[config.mk]
export PLATFORM = sky130hd
export DESIGN_NAME = axi_wr_slave_mem_bridge
export DESIGN_NICKNAME = d
export VERILOG_FILES = /design/src/rtl/axi_wr_slave_mem_bridge.sv
export SDC_FILE = /design/constraint.sdc
export NUM_CORES = 1
export LEC_CHECK = 0
export CORE_ASPECT_RATIO = 0.7
export CORE_MARGIN = 5
export CORE_UTILIZATION = 44
export CTS_CLUSTER_DIAMETER = 60
export CTS_CLUSTER_SIZE = 30
export DETAILED_ROUTE_END_ITERATION = 8
export PLACE_DENSITY = 0.92
export SYNTH_ARGS = -nofsm -noshare
export SYNTH_HDL_FRONTEND = slang
export SYNTH_SLANG_ARGS = --single-unit
[constraint.sdc]
create_clock -name clock -period 2.7 [get_ports clock]
set_input_delay 0.405 -clock clock [delete_from_list [all_inputs] [get_ports clock]]
set_output_delay 0.405 -clock clock [all_outputs]
set_load 0.005 [all_outputs]
[src/rtl/axi_wr_slave_mem_bridge.sv]
// AXI4 write-channel responder that retires each accepted write beat onto a
// synchronous SRAM write port and returns one B response per burst.
// A single burst is in flight at a time: IDLE -> DATA (-> DRAIN) -> RESP.
module axi_wr_slave_mem_bridge #(
  parameter int ASIZE      = 32,
  parameter int DSIZE      = 64,
  parameter int IDSIZE     = 4,
  parameter int LSIZE      = 8,
  parameter int MEM_AWIDTH = 12
) (
  input  logic                  clock,
  input  logic                  rst_n,
  input  logic [IDSIZE-1:0]     s_awid,
  input  logic [ASIZE-1:0]      s_awaddr,
  input  logic [LSIZE-1:0]      s_awlen,
  input  logic [1:0]            s_awburst,
  input  logic                  s_awvalid,
  output logic                  s_awready,
  input  logic [DSIZE-1:0]      s_wdata,
  input  logic [DSIZE/8-1:0]    s_wstrb,
  input  logic                  s_wlast,
  input  logic                  s_wvalid,
  output logic                  s_wready,
  output logic [IDSIZE-1:0]     s_bid,
  output logic [1:0]            s_bresp,
  output logic                  s_bvalid,
  input  logic                  s_bready,
  output logic                  mem_wen,
  output logic [MEM_AWIDTH-1:0] mem_addr,
  output logic [DSIZE-1:0]      mem_wdata,
  output logic [DSIZE/8-1:0]    mem_wstrb
);

  localparam int ADDR_LSB = $clog2(DSIZE / 8);
  localparam int SUMW     = ASIZE + 1;

  localparam logic [1:0] RESP_OKAY   = 2'b00;
  localparam logic [1:0] RESP_SLVERR = 2'b10;
  localparam logic [1:0] RESP_DECERR = 2'b11;
  localparam logic [1:0] BURST_INCR  = 2'b01;

  typedef enum logic [1:0] {
    IDLE  = 2'd0,
    DATA  = 2'd1,
    DRAIN = 2'd2,
    RESP  = 2'd3
  } state_t;

  state_t state_r;
  state_t next_state_s;

  logic                  awready_r;
  logic                  wready_r;
  logic                  bvalid_r;
  logic [IDSIZE-1:0]     bid_r;
  logic [1:0]            bresp_r;

  logic [IDSIZE-1:0]     id_r;
  logic [LSIZE-1:0]      len_r;
  logic [MEM_AWIDTH-1:0] ptr_r;
  logic [LSIZE-1:0]      beat_cnt_r;
  logic [1:0]            err_r;
  logic [1:0]            err_nxt_s;

  logic                  mem_wen_r;
  logic [MEM_AWIDTH-1:0] mem_addr_r;
  logic [DSIZE-1:0]      mem_wdata_r;
  logic [DSIZE/8-1:0]    mem_wstrb_r;

  logic                  aw_hs_s;
  logic                  w_hs_s;
  logic                  b_hs_s;
  logic                  mem_beat_s;
  logic                  last_beat_s;
  logic [ASIZE-1:0]      aw_word_s;
  logic [SUMW-1:0]       aw_end_s;
  logic                  aw_decerr_s;
  logic [1:0]            aw_err_s;

  assign aw_hs_s     = s_awvalid & awready_r;
  assign w_hs_s      = s_wvalid & wready_r;
  assign b_hs_s      = bvalid_r & s_bready;
  assign last_beat_s = (beat_cnt_r == len_r);
  assign mem_beat_s  = (state_r == DATA) & w_hs_s & (err_r == RESP_OKAY);

  // The end word of the burst is computed one bit wider so a wrap past the top
  // of the address space also lands in the out-of-range check.
  assign aw_word_s   = s_awaddr >> ADDR_LSB;
  assign aw_end_s    = {1'b0, aw_word_s} + {{(SUMW - LSIZE){1'b0}}, s_awlen};
  assign aw_decerr_s = |(aw_end_s >> MEM_AWIDTH);
  assign aw_err_s    = aw_decerr_s ? RESP_DECERR :
                       ((s_awburst != BURST_INCR) ? RESP_SLVERR : RESP_OKAY);

  // FSM state register.
  always_ff @(posedge clock) begin
    if (!rst_n) begin
      state_r <= IDLE;
    end else begin
      state_r <= next_state_s;
    end
  end

  // Next-state decode and burst error-code update.
  always_comb begin
    next_state_s = state_r;
    err_nxt_s    = err_r;
    case (state_r)
      IDLE: begin
        if (aw_hs_s) begin
          next_state_s = DATA;
          err_nxt_s    = aw_err_s;
        end else begin
          next_state_s = IDLE;
        end
      end
      DATA: begin
        if (w_hs_s) begin
          if (s_wlast) begin
            next_state_s = RESP;
            if (!last_beat_s && (err_r != RESP_DECERR)) begin
              err_nxt_s = RESP_SLVERR;
            end else begin
              err_nxt_s = err_r;
            end
          end else if (last_beat_s) begin
            next_state_s = DRAIN;
            if (err_r != RESP_DECERR) begin
              err_nxt_s = RESP_SLVERR;
            end else begin
              err_nxt_s = err_r;
            end
          end else begin
            next_state_s = DATA;
          end
        end else begin
          next_state_s = DATA;
        end
      end
      DRAIN: begin
        if (w_hs_s && s_wlast) begin
          next_state_s = RESP;
        end else begin
          next_state_s = DRAIN;
        end
      end
      RESP: begin
        if (b_hs_s) begin
          next_state_s = IDLE;
        end else begin
          next_state_s = RESP;
        end
      end
      default: begin
        next_state_s = IDLE;
        err_nxt_s    = RESP_OKAY;
      end
    endcase
  end

  // Handshake and response outputs, registered from the upcoming state.
  always_ff @(posedge clock) begin
    if (!rst_n) begin
      awready_r <= 1'b0;
      wready_r  <= 1'b0;
      bvalid_r  <= 1'b0;
      bid_r     <= {IDSIZE{1'b0}};
      bresp_r   <= 2'b00;
    end else begin
      awready_r <= (state_r == IDLE) & ~aw_hs_s;
      wready_r  <= (next_state_s == DATA) | (next_state_s == DRAIN);
      bvalid_r  <= (next_state_s == RESP);
      if ((next_state_s == RESP) && (state_r != RESP)) begin
        bid_r   <= id_r;
        bresp_r <= err_nxt_s;
      end
    end
  end

  // Burst context: ID, length, word pointer, beat counter and error code.
  always_ff @(posedge clock) begin
    if (!rst_n) begin
      id_r       <= {IDSIZE{1'b0}};
      len_r      <= {LSIZE{1'b0}};
      ptr_r      <= {MEM_AWIDTH{1'b0}};
      beat_cnt_r <= {LSIZE{1'b0}};
      err_r      <= RESP_OKAY;
    end else begin
      err_r <= err_nxt_s;
      if (aw_hs_s) begin
        id_r       <= s_awid;
        len_r      <= s_awlen;
        ptr_r      <= aw_word_s[MEM_AWIDTH-1:0];
        beat_cnt_r <= {LSIZE{1'b0}};
      end else if (w_hs_s && (state_r == DATA)) begin
        ptr_r      <= ptr_r + MEM_AWIDTH'(1);
        beat_cnt_r <= beat_cnt_r + LSIZE'(1);
      end
    end
  end

  // Memory write port: one registered write per qualifying data beat.
  always_ff @(posedge clock) begin
    if (!rst_n) begin
      mem_wen_r   <= 1'b0;
      mem_addr_r  <= {MEM_AWIDTH{1'b0}};
      mem_wdata_r <= {DSIZE{1'b0}};
      mem_wstrb_r <= {(DSIZE/8){1'b0}};
    end else begin
      mem_wen_r <= mem_beat_s;
      if (mem_beat_s) begin
        mem_addr_r  <= ptr_r;
        mem_wdata_r <= s_wdata;
        mem_wstrb_r <= s_wstrb;
      end
    end
  end

  assign s_awready = awready_r;
  assign s_wready  = wready_r;
  assign s_bvalid  = bvalid_r;
  assign s_bid     = bid_r;
  assign s_bresp   = bresp_r;
  assign mem_wen   = mem_wen_r;
  assign mem_addr  = mem_addr_r;
  assign mem_wdata = mem_wdata_r;
  assign mem_wstrb = mem_wstrb_r;

endmodule

==> out/summary.json <==
{
  "status": "finished, final reports clean",
  "drt-initial-drc-count": 552,
  "timing.hold.worst_path_depth": 3,
  "grt_max_degree": 86,
  "cts_max_level": 4,
  "port-buffer-count": 214,
  "path_clk_slew_ns": 0.06,
  "floorplan.initialDensity_pct": 45.41,
  "postLayoutCellArea_sq_mm": 0.009141,
  "postSynth.topFlopCell": "dfxtp_1",
  "synthesized_nets": 879,
  "drt-pass1-iter-count": 6,
  "timing.reg2reg.setup_slack_ns": 0.35,
  "setup.worst_path.end_class": "register",
  "rr_worst_depth": 11,
  "hold_violations": 0,
  "timing.critical_path.from_type": "primary input",
  "setup_viol": 0,
  "rr_startpoint": "beat_cnt_r[3]$_SDFFE_PP0P_",
  "clock_sinks": 130,
  "hold_path_startpoint": "s_awlen[1]",
  "cts_buffers": 17,
  "hold_slack_ns": 0.3840,
  "antenna_found_initial": 0,
  "gr-usage-all-layers_pct": 25.03,
  "timing.max_cap.violations": 0,
  "finalWeightedCongestion": 0.9921,
  "post_route_cells_drive_above_1_share_pct": 12.40,
  "synthToLayoutAreaGrowth_pct": 59.87,
  "netlist_area_sq_mm": 0.005718,
  "tritoncts": "done",
  "design.final.nets": 1138,
  "first_pass_grt_wire_length_mm": 31.26,
  "timing.rr.end": "s_bid[1]$_SDFFE_PN0P_",
  "hpwlAfterDp_mm": 14.79,
  "coreArea_sq_mm": 0.01259,
  "timing.critical_path.fanout_max": 6,
  "die_h_um": 105.4,
  "average_footprint_of_a_synthesized_cell_sq_um": 7.675,
  "die_x_um": 146.3,
  "drt-vias-per-instance": 5.346,
  "postRouteWirelength_mm": 20.10,
  "grt_overflow": 0,
  "drt-wirelength-per-cell_um": 17.06,
  "max-clock-path-buffers": 2,
  "place_area_sq_mm": 0.008442,
  "synthArstFlopShare_pct": 0,
  "worst_hold_path.endpoint": "len_r[1]$_SDFFE_PN0P_",
  "antenna-diode-count": 0,
  "fin_crit_sh_pct": 96.62,
  "post-route-min-period_ns": 2.609,
  "worst-setup-path-type": "primary input to register",
  "cts.root.buffer_cell": "clkbuf_16",
  "fmax_mhz": 383.3,
  "dp_cells": 1147,
  "finalNonFillerCells": 1178,
  "clock_insertion_delay_worst_skew_ns": 0.40,
  "die-area_sq_mm": 0.01541,
  "min_path_type": "primary input to register",
  "slew_viol_final": 0,
  "fin_skew_ns": 0.01015,
  "peakVddDrop_uv": 502.2,
  "worst_slew_margin_rel_pct": 55.86,
  "critical_path_required_ns": 2.99,
  "power.density_mw_per_mm2": 532.6,
  "cts.hold.buffers_added": 0,
  "antenna_violating_nets_post_route": 0,
  "io-pin-count": 218,
  "via_count": 6298,
  "synth-edff-count": 0,
  "p_leak_nw": 3.308,
  "seq_area_frac_synth_pct": 45.51,
  "grt_pass1_vias": 5958,
  "timing_worst_slew_pin_value_ns": 0.6620,
  "worst-endpoint-arrival_ns": 2.90,
  "ys_seq_elements": 130,
  "synth.yosys.warnings": 0,
  "synth.distinct_cells": 52,
  "synthesis.instances": 745,
  "post-route-drc-count": 0,
  "core.rowCount": 34
}
## worst max path at each step
stage                           start                       to  depth (start not counted)
after detailed placement  s_awaddr[4]  s_bresp[0]$_SDFFE_PN0P_                         12
after global placement    s_awaddr[4]  s_bresp[0]$_SDFFE_PN0P_                         12
final                      s_awlen[4]  s_bresp[0]$_SDFFE_PN0P_                         14
after global routing       s_awlen[4]  s_bresp[0]$_SDFFE_PN0P_                         14
after CTS                  s_awlen[1]  s_bresp[0]$_SDFFE_PN0P_                         13
after floorplan           s_awaddr[4]  s_bresp[0]$_SDFFE_PN0P_                          9
## what timing repair did
item,CTS,global route
endpoints found under the setup margin,2,4
buffers inserted,0,0
pin swaps,3,6
resized for setup,2,19
## worst max-delay path: stages
cell	delay, ns
clkdlybuf4s50_1	0.47
ha_1	0.36
o211ai_1	0.10
inv_1	0.09
buf_4	0.11
a21oi_2	0.05
buf_6	0.13
buf_4	0.14
nor3_2	0.18
a22o_1	0.25
nand4b_1	0.13
nor4_2	0.26
buf_4	0.16
o21ai_1	0.05
## per-stage QoR
stage / TNS, ns / util [%] / setup slack, ns / power (mW)
6_report: 0 / 72.60 / 0.09132 / 4.869
5_1_grt: -0.009794 / 72.60 / -0.009794 / 5.051
4_1_cts: 0 / 71.81 / 0.005967 / 4.871
3_5_place_dp: -1.634 / 67.04 / -0.4352 / 2.580
3_3_place_gp: -1.417 / 67.04 / -0.4005 / 2.570
2_1_floorplan: 0 / - / 0.2698 / 2.229
## synthesized netlist by cell type (all sizes together), types with 4 or more instances
library cell	count	area (sq um)
nor4	5	31.28
nand4	17	121.4
nand3	18	90.09
nor3	15	75.07
ha	10	125.1
xnor2	8	70.07
inv	5	18.77
and2	6	37.54
o21ai	16	83.83
a21oi	113	569.3
dfxtp	130	2603
clkbuf	36	145.1
a211oi	9	67.56
nor2	39	146.4
or3	6	42.54
buf	7	26.28
xor2	19	166.4
nand2	235	882.1
o211ai	4	30.03
## report_power, final
part,switching (mW),leakage [nW],internal [mW]
Sequential,0.0361,1.05,1.96
Clock,0.850,0.290,1.45
Combinational,0.258,1.97,0.319
Total,1.14,3.31,3.72
## sequential cells by signal, summed over array words and instances, names as in the netlist, 4 cells and up
register	count
len_r	8
id_r	4
s_bid	4
mem_addr	12
ptr_r	12
mem_wdata	64
mem_wstrb	8
beat_cnt_r	8
## cell families after synthesis
family                     after synthesis  share of synthesized area (%)
xor gates and xnor gates                27                          4.136
buffers and inverters                   48                          3.326
and+or+nand+nor                        356                          27.00
muxes                                    2                         0.3501
DFF                                    130                          45.51
AOI/OAI and AO/OA                      172                          17.48
adders and majority gates               10                          2.188
## cell usage in the layout (no fill, tap or decap), types with 3 or more instances in the layout
cell type / count
nand2_1: 235
clkdlybuf4s50_1: 211
dfxtp_1: 130
a21oi_1: 110
buf_4: 66
nor2_1: 39
xor2_1: 19
nand3_1: 18
clkbuf_16: 17
nand4_1: 16
o21ai_0: 12
nor3_1: 11
a211oi_1: 9
xnor2_1: 8
ha_1: 7
and2_1: 6
clkinv_2: 5
nor3_2: 4
o211ai_1: 4
inv_1: 4
clkinv_4: 4
nor4_1: 3
o41ai_1: 3
nand2b_1: 3
a31o_2: 3
a21oi_2: 3
o21a_1: 3
or3_1: 3
and3_1: 3
a311oi_1: 3
ha_4: 3
bufinv_16: 3
dlymetal6s2s_1: 3
## area by class of cell
type | count | area, sq um
fillers | 986 | 3451
multi-input cells | 567 | 3029
repair buffers | 283 | 2696
flip-flops and latches | 130 | 2603
clock buffers | 18 | 429.2
well taps | 162 | 202.7
clock inverters | 13 | 161.4
inverters | 5 | 20.02
## per-layer routing
layer | track usage (%) | vias up | routed length (um)
met5 | 0 | - | 0
met4 | 6.779 | 0 | 367
met3 | 6.435 | 29 | 1441
met2 | 41.40 | 250 | 9584
met1 | 32.72 | 2945 | 8704
li1 | - | 3074 | -
(Power assumes the default switching activity.)
